### config.mk
export PLATFORM = sky130hd
export DESIGN_NAME = axi_wr_slave_flat
export DESIGN_NICKNAME = d
export VERILOG_FILES = /design/src/rtl/axi_wr_slave_if.sv /design/src/rtl/axi_wr_slave.sv /design/src/flat_wrapper.sv
export SDC_FILE = /design/constraint.sdc
export NUM_CORES = 1
export LEC_CHECK = 0
export ABC_AREA = 0
export CORE_ASPECT_RATIO = 0.5
export CORE_MARGIN = 2
export CORE_UTILIZATION = 48
export CTS_CLUSTER_DIAMETER = 40
export DETAILED_ROUTE_END_ITERATION = 8
export PLACE_DENSITY = 0.86
export SLEW_MARGIN = 25
export SYNTH_ARGS = -nofsm -noshare
export SYNTH_HDL_FRONTEND = slang
export SYNTH_SLANG_ARGS = --single-unit
### constraint.sdc
create_clock -name M_AXI_ACLK -period 4.1 [get_ports M_AXI_ACLK]
set_clock_uncertainty 0.15 [all_clocks]
set_input_delay 1.025 -clock M_AXI_ACLK [delete_from_list [all_inputs] [get_ports M_AXI_ACLK]]
set_output_delay 1.025 -clock M_AXI_ACLK [all_outputs]
set_load 0.01 [all_outputs]
### src/rtl/axi_wr_slave_if.sv
// AXI4 write-channel bundle (AW/W/B) shared by the burst master and axi_wr_slave.
// The master modport drives the request side; the slave modport drives the ready/response side.
interface axi_wr_slave_if #(
    parameter int ID_W   = 1,
    parameter int ADDR_W = 32,
    parameter int DATA_W = 32
);
    logic [ID_W-1:0]     S_AXI_AWID;
    logic [ADDR_W-1:0]   S_AXI_AWADDR;
    logic [7:0]          S_AXI_AWLEN;
    logic [2:0]          S_AXI_AWSIZE;
    logic [1:0]          S_AXI_AWBURST;
    logic                S_AXI_AWVALID;
    logic                S_AXI_AWREADY;

    logic [DATA_W-1:0]   S_AXI_WDATA;
    logic [DATA_W/8-1:0] S_AXI_WSTRB;
    logic                S_AXI_WLAST;
    logic                S_AXI_WVALID;
    logic                S_AXI_WREADY;

    logic [ID_W-1:0]     S_AXI_BID;
    logic [1:0]          S_AXI_BRESP;
    logic                S_AXI_BVALID;
    logic                S_AXI_BREADY;

    modport master (
        output S_AXI_AWID, S_AXI_AWADDR, S_AXI_AWLEN, S_AXI_AWSIZE, S_AXI_AWBURST, S_AXI_AWVALID,
        input  S_AXI_AWREADY,
        output S_AXI_WDATA, S_AXI_WSTRB, S_AXI_WLAST, S_AXI_WVALID,
        input  S_AXI_WREADY,
        input  S_AXI_BID, S_AXI_BRESP, S_AXI_BVALID,
        output S_AXI_BREADY
    );

    modport slave (
        input  S_AXI_AWID, S_AXI_AWADDR, S_AXI_AWLEN, S_AXI_AWSIZE, S_AXI_AWBURST, S_AXI_AWVALID,
        output S_AXI_AWREADY,
        input  S_AXI_WDATA, S_AXI_WSTRB, S_AXI_WLAST, S_AXI_WVALID,
        output S_AXI_WREADY,
        output S_AXI_BID, S_AXI_BRESP, S_AXI_BVALID,
        input  S_AXI_BREADY
    );
endinterface

### src/rtl/axi_wr_slave.sv
// Single-outstanding AXI4 write slave: turns each accepted burst into one registered,
// byte-strobed local memory write per beat and returns one B response per burst.
module axi_wr_slave #(
    parameter int C_S_AXI_ID_WIDTH   = 1,
    parameter int C_S_AXI_ADDR_WIDTH = 32,
    parameter int C_S_AXI_DATA_WIDTH = 32,
    parameter int MEM_ADDR_WIDTH     = 10
) (
    input  logic                              M_AXI_ACLK,
    input  logic                              M_AXI_ARESETN,
    axi_wr_slave_if.slave                     s_axi,
    output logic                              mem_wr_en,
    output logic [MEM_ADDR_WIDTH-1:0]         mem_wr_addr,
    output logic [C_S_AXI_DATA_WIDTH-1:0]     mem_wr_data,
    output logic [C_S_AXI_DATA_WIDTH/8-1:0]   mem_wr_strb
);

    localparam int STRB_W = C_S_AXI_DATA_WIDTH / 8;
    localparam int S      = (C_S_AXI_DATA_WIDTH == 64) ? 3 : 2;

    localparam logic [2:0] SIZE_FULL   = 3'(S);
    localparam logic [1:0] ST_IDLE     = 2'd0;
    localparam logic [1:0] ST_DATA     = 2'd1;
    localparam logic [1:0] ST_RESP     = 2'd2;
    localparam logic [1:0] BURST_INCR  = 2'b01;
    localparam logic [1:0] RESP_OKAY   = 2'b00;
    localparam logic [1:0] RESP_SLVERR = 2'b10;

    logic [1:0]                    r_state;
    logic                          r_awready;
    logic                          r_wready;
    logic                          r_bvalid;
    logic [C_S_AXI_ID_WIDTH-1:0]   r_bid;
    logic [1:0]                    r_bresp;

    logic [C_S_AXI_ID_WIDTH-1:0]   r_id;
    logic [7:0]                    r_len;
    logic [1:0]                    r_burst;
    logic [MEM_ADDR_WIDTH-1:0]     r_addr;
    logic [7:0]                    r_beat;
    logic                          r_err;
    logic                          r_bad_cfg;

    logic                          r_mem_wr_en;
    logic [MEM_ADDR_WIDTH-1:0]     r_mem_wr_addr;
    logic [C_S_AXI_DATA_WIDTH-1:0] r_mem_wr_data;
    logic [STRB_W-1:0]             r_mem_wr_strb;

    logic                          w_aw_hs;
    logic                          w_w_hs;
    logic                          w_last_beat;
    logic                          w_wlast_err;
    logic                          w_bad_cfg;

    // Ready flags are only ever set in their own state, so the handshakes need no state qualifier.
    assign w_aw_hs     = s_axi.S_AXI_AWVALID & r_awready;
    assign w_w_hs      = s_axi.S_AXI_WVALID & r_wready;
    assign w_last_beat = (r_beat == r_len);
    assign w_wlast_err = s_axi.S_AXI_WLAST ^ w_last_beat;
    assign w_bad_cfg   = (s_axi.S_AXI_AWSIZE != SIZE_FULL) | s_axi.S_AXI_AWBURST[1];

    always_ff @(posedge M_AXI_ACLK) begin
        if (!M_AXI_ARESETN) begin
            r_state       <= ST_IDLE;
            r_awready     <= 1'b0;
            r_wready      <= 1'b0;
            r_bvalid      <= 1'b0;
            r_bid         <= '0;
            r_bresp       <= RESP_OKAY;
            r_id          <= '0;
            r_len         <= '0;
            r_burst       <= '0;
            r_addr        <= '0;
            r_beat        <= '0;
            r_err         <= 1'b0;
            r_bad_cfg     <= 1'b0;
            // NOTE: the write-port data/address registers are reset too, because every output must read 0 in reset.
            r_mem_wr_en   <= 1'b0;
            r_mem_wr_addr <= '0;
            r_mem_wr_data <= '0;
            r_mem_wr_strb <= '0;
        end else begin
            // NOTE: non-blocking throughout; later assignments in this block override this default pulse clear.
            r_mem_wr_en <= 1'b0;

            case (r_state)
                ST_IDLE: begin
                    r_awready <= 1'b1;
                    if (w_aw_hs) begin
                        r_id      <= s_axi.S_AXI_AWID;
                        r_len     <= s_axi.S_AXI_AWLEN;
                        r_burst   <= s_axi.S_AXI_AWBURST;
                        r_addr    <= s_axi.S_AXI_AWADDR[MEM_ADDR_WIDTH+S-1:S];
                        r_beat    <= '0;
                        r_err     <= 1'b0;
                        r_bad_cfg <= w_bad_cfg;
                        r_awready <= 1'b0;
                        r_wready  <= 1'b1;
                        r_state   <= ST_DATA;
                    end
                end

                ST_DATA: begin
                    if (w_w_hs) begin
                        // Illegal size/burst bursts are drained but never reach memory.
                        r_mem_wr_en   <= ~r_bad_cfg;
                        r_mem_wr_addr <= r_addr;
                        r_mem_wr_data <= s_axi.S_AXI_WDATA;
                        r_mem_wr_strb <= s_axi.S_AXI_WSTRB;
                        if (r_burst == BURST_INCR) begin
                            r_addr <= r_addr + 1'b1;
                        end
                        r_beat <= r_beat + 8'd1;
                        r_err  <= r_err | w_wlast_err;
                        if (w_last_beat) begin
                            r_wready <= 1'b0;
                            r_bvalid <= 1'b1;
                            r_bid    <= r_id;
                            r_bresp  <= (r_err | r_bad_cfg | w_wlast_err) ? RESP_SLVERR : RESP_OKAY;
                            r_state  <= ST_RESP;
                        end
                    end
                end

                ST_RESP: begin
                    if (s_axi.S_AXI_BREADY) begin
                        r_bvalid  <= 1'b0;
                        r_bresp   <= RESP_OKAY;
                        r_awready <= 1'b1;
                        r_state   <= ST_IDLE;
                    end
                end

                default: begin
                    r_state <= ST_IDLE;
                end
            endcase
        end
    end

    assign s_axi.S_AXI_AWREADY = r_awready;
    assign s_axi.S_AXI_WREADY  = r_wready;
    assign s_axi.S_AXI_BVALID  = r_bvalid;
    assign s_axi.S_AXI_BID     = r_bid;
    assign s_axi.S_AXI_BRESP   = r_bresp;

    assign mem_wr_en   = r_mem_wr_en;
    assign mem_wr_addr = r_mem_wr_addr;
    assign mem_wr_data = r_mem_wr_data;
    assign mem_wr_strb = r_mem_wr_strb;

endmodule

### src/flat_wrapper.sv
// flat-port wrapper written by rule: the top's interface ports become plain ports
module axi_wr_slave_flat 
#(
    parameter int C_S_AXI_ID_WIDTH   = 1,
    parameter int C_S_AXI_ADDR_WIDTH = 32,
    parameter int C_S_AXI_DATA_WIDTH = 32,
    parameter int MEM_ADDR_WIDTH     = 10
)
  (M_AXI_ACLK, M_AXI_ARESETN, mem_wr_en, mem_wr_addr, mem_wr_data, mem_wr_strb, s_axi_S_AXI_AWID, s_axi_S_AXI_AWADDR, s_axi_S_AXI_AWLEN, s_axi_S_AXI_AWSIZE, s_axi_S_AXI_AWBURST, s_axi_S_AXI_AWVALID, s_axi_S_AXI_AWREADY, s_axi_S_AXI_WDATA, s_axi_S_AXI_WSTRB, s_axi_S_AXI_WLAST, s_axi_S_AXI_WVALID, s_axi_S_AXI_WREADY, s_axi_S_AXI_BID, s_axi_S_AXI_BRESP, s_axi_S_AXI_BVALID, s_axi_S_AXI_BREADY);
  axi_wr_slave_if #(.ID_W(1), .ADDR_W(32), .DATA_W(32)) s_axi_i ();
  input  logic M_AXI_ACLK;
  input  logic M_AXI_ARESETN;
  output logic mem_wr_en;
  output logic [MEM_ADDR_WIDTH-1:0] mem_wr_addr;
  output logic [C_S_AXI_DATA_WIDTH-1:0] mem_wr_data;
  output logic [C_S_AXI_DATA_WIDTH/8-1:0] mem_wr_strb;
  input wire logic [$bits(s_axi_i.S_AXI_AWID)-1:0] s_axi_S_AXI_AWID;
  input wire logic [$bits(s_axi_i.S_AXI_AWADDR)-1:0] s_axi_S_AXI_AWADDR;
  input wire logic [$bits(s_axi_i.S_AXI_AWLEN)-1:0] s_axi_S_AXI_AWLEN;
  input wire logic [$bits(s_axi_i.S_AXI_AWSIZE)-1:0] s_axi_S_AXI_AWSIZE;
  input wire logic [$bits(s_axi_i.S_AXI_AWBURST)-1:0] s_axi_S_AXI_AWBURST;
  input wire logic [$bits(s_axi_i.S_AXI_AWVALID)-1:0] s_axi_S_AXI_AWVALID;
  output wire logic [$bits(s_axi_i.S_AXI_AWREADY)-1:0] s_axi_S_AXI_AWREADY;
  input wire logic [$bits(s_axi_i.S_AXI_WDATA)-1:0] s_axi_S_AXI_WDATA;
  input wire logic [$bits(s_axi_i.S_AXI_WSTRB)-1:0] s_axi_S_AXI_WSTRB;
  input wire logic [$bits(s_axi_i.S_AXI_WLAST)-1:0] s_axi_S_AXI_WLAST;
  input wire logic [$bits(s_axi_i.S_AXI_WVALID)-1:0] s_axi_S_AXI_WVALID;
  output wire logic [$bits(s_axi_i.S_AXI_WREADY)-1:0] s_axi_S_AXI_WREADY;
  output wire logic [$bits(s_axi_i.S_AXI_BID)-1:0] s_axi_S_AXI_BID;
  output wire logic [$bits(s_axi_i.S_AXI_BRESP)-1:0] s_axi_S_AXI_BRESP;
  output wire logic [$bits(s_axi_i.S_AXI_BVALID)-1:0] s_axi_S_AXI_BVALID;
  input wire logic [$bits(s_axi_i.S_AXI_BREADY)-1:0] s_axi_S_AXI_BREADY;
  assign s_axi_i.S_AXI_AWID = s_axi_S_AXI_AWID;
  assign s_axi_i.S_AXI_AWADDR = s_axi_S_AXI_AWADDR;
  assign s_axi_i.S_AXI_AWLEN = s_axi_S_AXI_AWLEN;
  assign s_axi_i.S_AXI_AWSIZE = s_axi_S_AXI_AWSIZE;
  assign s_axi_i.S_AXI_AWBURST = s_axi_S_AXI_AWBURST;
  assign s_axi_i.S_AXI_AWVALID = s_axi_S_AXI_AWVALID;
  assign s_axi_S_AXI_AWREADY = s_axi_i.S_AXI_AWREADY;
  assign s_axi_i.S_AXI_WDATA = s_axi_S_AXI_WDATA;
  assign s_axi_i.S_AXI_WSTRB = s_axi_S_AXI_WSTRB;
  assign s_axi_i.S_AXI_WLAST = s_axi_S_AXI_WLAST;
  assign s_axi_i.S_AXI_WVALID = s_axi_S_AXI_WVALID;
  assign s_axi_S_AXI_WREADY = s_axi_i.S_AXI_WREADY;
  assign s_axi_S_AXI_BID = s_axi_i.S_AXI_BID;
  assign s_axi_S_AXI_BRESP = s_axi_i.S_AXI_BRESP;
  assign s_axi_S_AXI_BVALID = s_axi_i.S_AXI_BVALID;
  assign s_axi_i.S_AXI_BREADY = s_axi_S_AXI_BREADY;
  axi_wr_slave #(.C_S_AXI_ID_WIDTH(C_S_AXI_ID_WIDTH), .C_S_AXI_ADDR_WIDTH(C_S_AXI_ADDR_WIDTH), .C_S_AXI_DATA_WIDTH(C_S_AXI_DATA_WIDTH), .MEM_ADDR_WIDTH(MEM_ADDR_WIDTH)) u_core (.M_AXI_ACLK(M_AXI_ACLK), .M_AXI_ARESETN(M_AXI_ARESETN), .s_axi(s_axi_i), .mem_wr_en(mem_wr_en), .mem_wr_addr(mem_wr_addr), .mem_wr_data(mem_wr_data), .mem_wr_strb(mem_wr_strb));
endmodule
After elaboration in Yosys (flattened, before gate mapping) --
Index checks and enable logic that the tools add are counted.
Storage, ports and cells: bits of input ports 88, register bits 86, logic and storage cells 81, output and inout port bits 53
Cells by class: eq/ne operators 10, $add $sub $neg 2, bitwise logic cells 8, mux-type cells 30, reductions and logical operators 14
Operators with widths (number):
- 10-bit two-way mux | 3
- 10-bit one-hot mux with 2 select lines | 1
- 8-bit two-way mux | 2
- 8-bit one-hot mux with 2 select lines | 1
- 4-bit AND reduction | 4
- 2-bit two-way mux | 7
- 10-bit by 1-bit adder with 10-bit output, second input constant | 1
- 1-bit two-way mux | 10
- 3-bit AND reduction | 3
- 8-bit by 1-bit adder with 8-bit output, second input constant | 1
- 8-bit == test | 1
- 2-bit by 1-bit inequality test with 1-bit output, second input constant | 4
- 1-bit one-hot mux with 2 select lines | 4
- 2-bit one-hot mux with 3 select lines | 1
- 2-bit AND reduction | 3
- 2-bit nonzero test | 3
- 2-bit by 1-bit == test with 1-bit output, second input constant | 2
- 1-bit OR | 4
- 2-bit one-hot mux with 2 select lines | 1
- 3-bit by 2-bit inequality test with 1-bit output, second input constant | 1
- 1-bit AND | 2
- 2-bit == test, second input constant | 1
- 2-bit logical NOT | 1
- 2-bit inequality test, second input constant | 1
- other kinds (2) | 2

Logic depth before layout (Yosys ltp) --
depth in word-level cells 7, gate-level depth with buffers 7

Least setup slack after synthesis --
OpenSTA, ideal clock, no wires.
kind input -> register, from input port s_axi_S_AXI_WVALID, to register u_core.r_addr[9], cell stages on the path 5, data required time 3.830 ns, path buffers 1, setup slack 2.015 ns, data arrival time 1.816 ns, library setup time 0.120 ns, cell sequence nand4b_4 -> buf_4 -> o21ai_0 -> o21ai_0 -> o31a_1
On the way: cells in the longest elaborated chain, start to end 3
Ends and longest elaborated chain:
- from (decl) | line flat_wrapper.sv:27 | input wire logic [$bits(s_axi_i.S_AXI_WVALID)-1:0] s_axi_S_AXI_WVALID;
- 1-bit AND | line axi_wr_slave.sv:57 | assign w_w_hs = s_axi.S_AXI_WVALID & r_wready;
- 2-bit by 1-bit inequality test with 1-bit output (no line)
- 4-bit AND reduction (no line)
- to (signal assigned) | line axi_wr_slave.sv:93 | r_addr <= s_axi.S_AXI_AWADDR[MEM_ADDR_WIDTH+S-1:S];
- to (signal assigned) | line axi_wr_slave.sv:111 | r_addr <= r_addr + 1'b1;
- to (decl) | line axi_wr_slave.sv:39 | logic [MEM_ADDR_WIDTH-1:0] r_addr;
No other way between the ends. A chain may end at the register's enable or synchronous reset.

Worst setup path in the final report --
from input port s_axi_S_AXI_WVALID, to register u_core.r_mem_wr_data[7] (netlist: u_core.mem_wr_data[7])
On the way: cells in the longest elaborated chain, start to end 2
Ends and longest elaborated chain:
- 1-bit AND | line axi_wr_slave.sv:57
- 2-bit AND reduction (no line)
- to (signal assigned) | line axi_wr_slave.sv:108 | r_mem_wr_data <= s_axi.S_AXI_WDATA;
- to (decl) | line axi_wr_slave.sv:46 | logic [C_S_AXI_DATA_WIDTH-1:0] r_mem_wr_data;
No other way between the ends.

==> out/qor.yml <==
htreeDepth: 3
holdPathEnd: "u_core.s_axi.S_AXI_BID"
vias_per_cell: 5.061
startpoint_type: "input port"
power_density_nw_per_um2: 347.9
drc_errors: 0
ys_types: 49
die_h_um: 66.45
syn_area_per_cell_sq_um: 8.567
yosysTopAreaCellShare_pct: 45.45
dieArea_sq_um: 8564
finalCriticalPeriod_ns: 2.841
hold_depth: 2
drtIter0Drc: 188
portBuffers: 117
ff2ff_path_depth: 4
diodes: 0
timing.slew.headroom_pct: 44.36
drive_gt1_share_pct: 5.176
setup_tns_ns: 0
fillers: 611
reg2reg_from: "u_core.r_state[0]"
crit_type: "in -> reg"
ys_seq_area_share_pct: 45.45
synth_nets: 527
via_count: 3224
hold_ws_ns: 0.3054
setup_viol: 0
first_global_vias: 2947
ctsHoldBuffers: 0
synth_commonest_cells: "nand2_1 (134), dfxtp_1 (85), a21boi_0 (61), nand3_1 (16), o21ai_0 (15)"
worstPathMaxFanout: 27
final-hold-violation-count: 0
reg2reg_setup_slack_ns: 1.92
maxCapViolCount: 0
grt_max_degree: 56
boundaryPins: 141
cp.arrival_ns: 2.93
ant_nets: 0
clk_latency_ns: 0.33
vdd_drop_max_mv: 0.2145
start_util_pct: 50.37
min_from: "u_core.s_axi.S_AXI_BID"
grt_pass1_wl_um: 13660
cts_resized: 0
grt_use_total_pct: 20.36
cts_tree: "built"
cts_setup_buffers: 0
dp.cells: 623
yosysWarnings: 0
status: "complete, no violations"
gr-total-overflow: 0
first_pass_iters: 4
hold_class: "reg -> reg"
dp_slack_ns: 0.9592
seq_area_sq_um: 1702
fmax_mhz: 351.9
clock-root-buffer: "clkbuf_16"
cts.sinks: 85
synth-seq-cells: 85
rows: 22
yosysMostFrequentCell: "nand2_1"
report.final.slew_viol_count: 0
rsz0062_at_grt: "no"
path_clk_slew_ns: 0.06
area_delta_synth_final_pct: 37.50
yosysTopAreaCell: "dfxtp_1"
antenna_found_initial: 0
async_reset_ff_share_pct: 0
cts_max_path_buffers: 2
period_share_pct: 69.30
wl_per_cell_um: 13.52
syn-cell-area_sq_um: 3744
r2r-end: "u_core.mem_wr_data[7]"
numCtsBuffers: 9
finalWirelength_um: 8613
multi_input_area_sq_um: 1863
nNetsFinal: 628
worstPathRequired_ns: 4.19
worst_setup_path_end_kind: "flop"
synth_cells: 437
gp_congestion: 0.7636
fin_cells: 637
synthTopCellsByArea: "dfxtp_1 (45%), nand2_1 (13%), a21boi_0 (12%)"
leakagePower_nw: 1.804
setup_ws_ns: 1.259
core_area_sq_um: 7432
tightest_slew_ns: 0.8346
hpwl_um: 5836
die_w_um: 128.9
synth-edff-count: 0
synthFlopType: "dfxtp_1"
-- cells by family (layout without fill, tap and decap cells) --
logic type | after synthesis | count (layout) | share of synthesized area [%]
other | 1 | 1 | 0.1002
multiplexers | 3 | 3 | 0.8356
AO/OA/AOI/OAI | 102 | 102 | 20.22
AND/OR/NAND/NOR | 198 | 198 | 24.63
adder cells (fa/ha/maj) | 2 | 2 | 0.6683
XOR/XNOR | 14 | 14 | 3.275
flip-flops | 85 | 85 | 45.45
buffers and inverters | 32 | 136 | 4.813
-- power breakdown --
part           internal, mW  leakage [nW]  switching, mW
sequential            0.848         0.687         0.0219
combinational         0.106         0.982         0.0817
clock                 0.434         0.134          0.299
-- worst max-delay path, stage by stage --
cell             delay, ns
clkdlybuf4s50_1       0.55
and4b_2               0.65
buf_4                 0.39
nand2_1               0.09
a21boi_0              0.22
-- registers in the layout, summed over array words and instances (netlist names), 2 cells and up --
signal              count
u_core.r_state          2
u_core.r_beat           8
u_core.mem_wr_addr     10
u_core.mem_wr_data     32
u_core.mem_wr_strb      4
u_core.r_addr          10
u_core.r_burst          2
u_core.r_len            8
-- how the worst max path moves through the flow --
stage	from	end	cells past startpoint
global placement	s_axi_S_AXI_WVALID	u_core.mem_wr_data[17]	5
CTS	s_axi_S_AXI_WVALID	u_core.mem_wr_data[7]	5
global route	s_axi_S_AXI_WVALID	u_core.mem_wr_data[7]	5
detailed placement	s_axi_S_AXI_WVALID	u_core.mem_wr_data[7]	5
floorplan	s_axi_S_AXI_WVALID	u_core.r_addr[9]	5
finish	s_axi_S_AXI_WVALID	u_core.mem_wr_data[7]	5
-- final cells by class --
class | instances | area share, %
repair buffers | 120 | 23.09
multi-input cells | 320 | 36.19
inverters | 2 | 0.1458
clock buffers | 12 | 4.983
flip-flops and latches | 85 | 33.06
clock inverters | 2 | 0.1945
well taps | 96 | 2.333
-- cell usage in the layout, fill, tap and decap left out, drive strengths merged, types with 2 or more instances in the layout --
cell and instances:
a211oi 2, a21boi 62, a21oi 6, and2 5, and3 3, and4 2, buf 4, clkbuf 12
clkdlybuf4s50 116, clkinv 2, dfxtp 85, ha 2, inv 2, mux2i 2, nand2 134, nand2b 2
nand3 16, nand3b 2, nand4 3, nand4b 2, nor2 13, nor3 5, nor3b 2, o2111ai 2
o211a 6, o21a 2, o21ai 15, o31a 2, xnor2 11, xor2 3
-- per-layer routing --
metal / vias up / GRT usage, % / share of wire, %
met5: - / 0 / 0
met1: 1463 / 23.60 / 46
li1: 1680 / - / -
met3: 8 / 5.178 / 4.2
met4: 0 / 7.201 / 1.1
met2: 73 / 36.90 / 48
-- metrics by stage --
stage	area (sq um)	util, %	power, mW
final	5147	69.26	1.791
after global routing	5147	69.26	1.861
after CTS	5147	69.26	1.809
after detailed placement	4881	65.67	1.074
after global placement	4881	65.67	1.070
after floorplan	3744	-	0.9856
(Power assumes the default switching activity.)
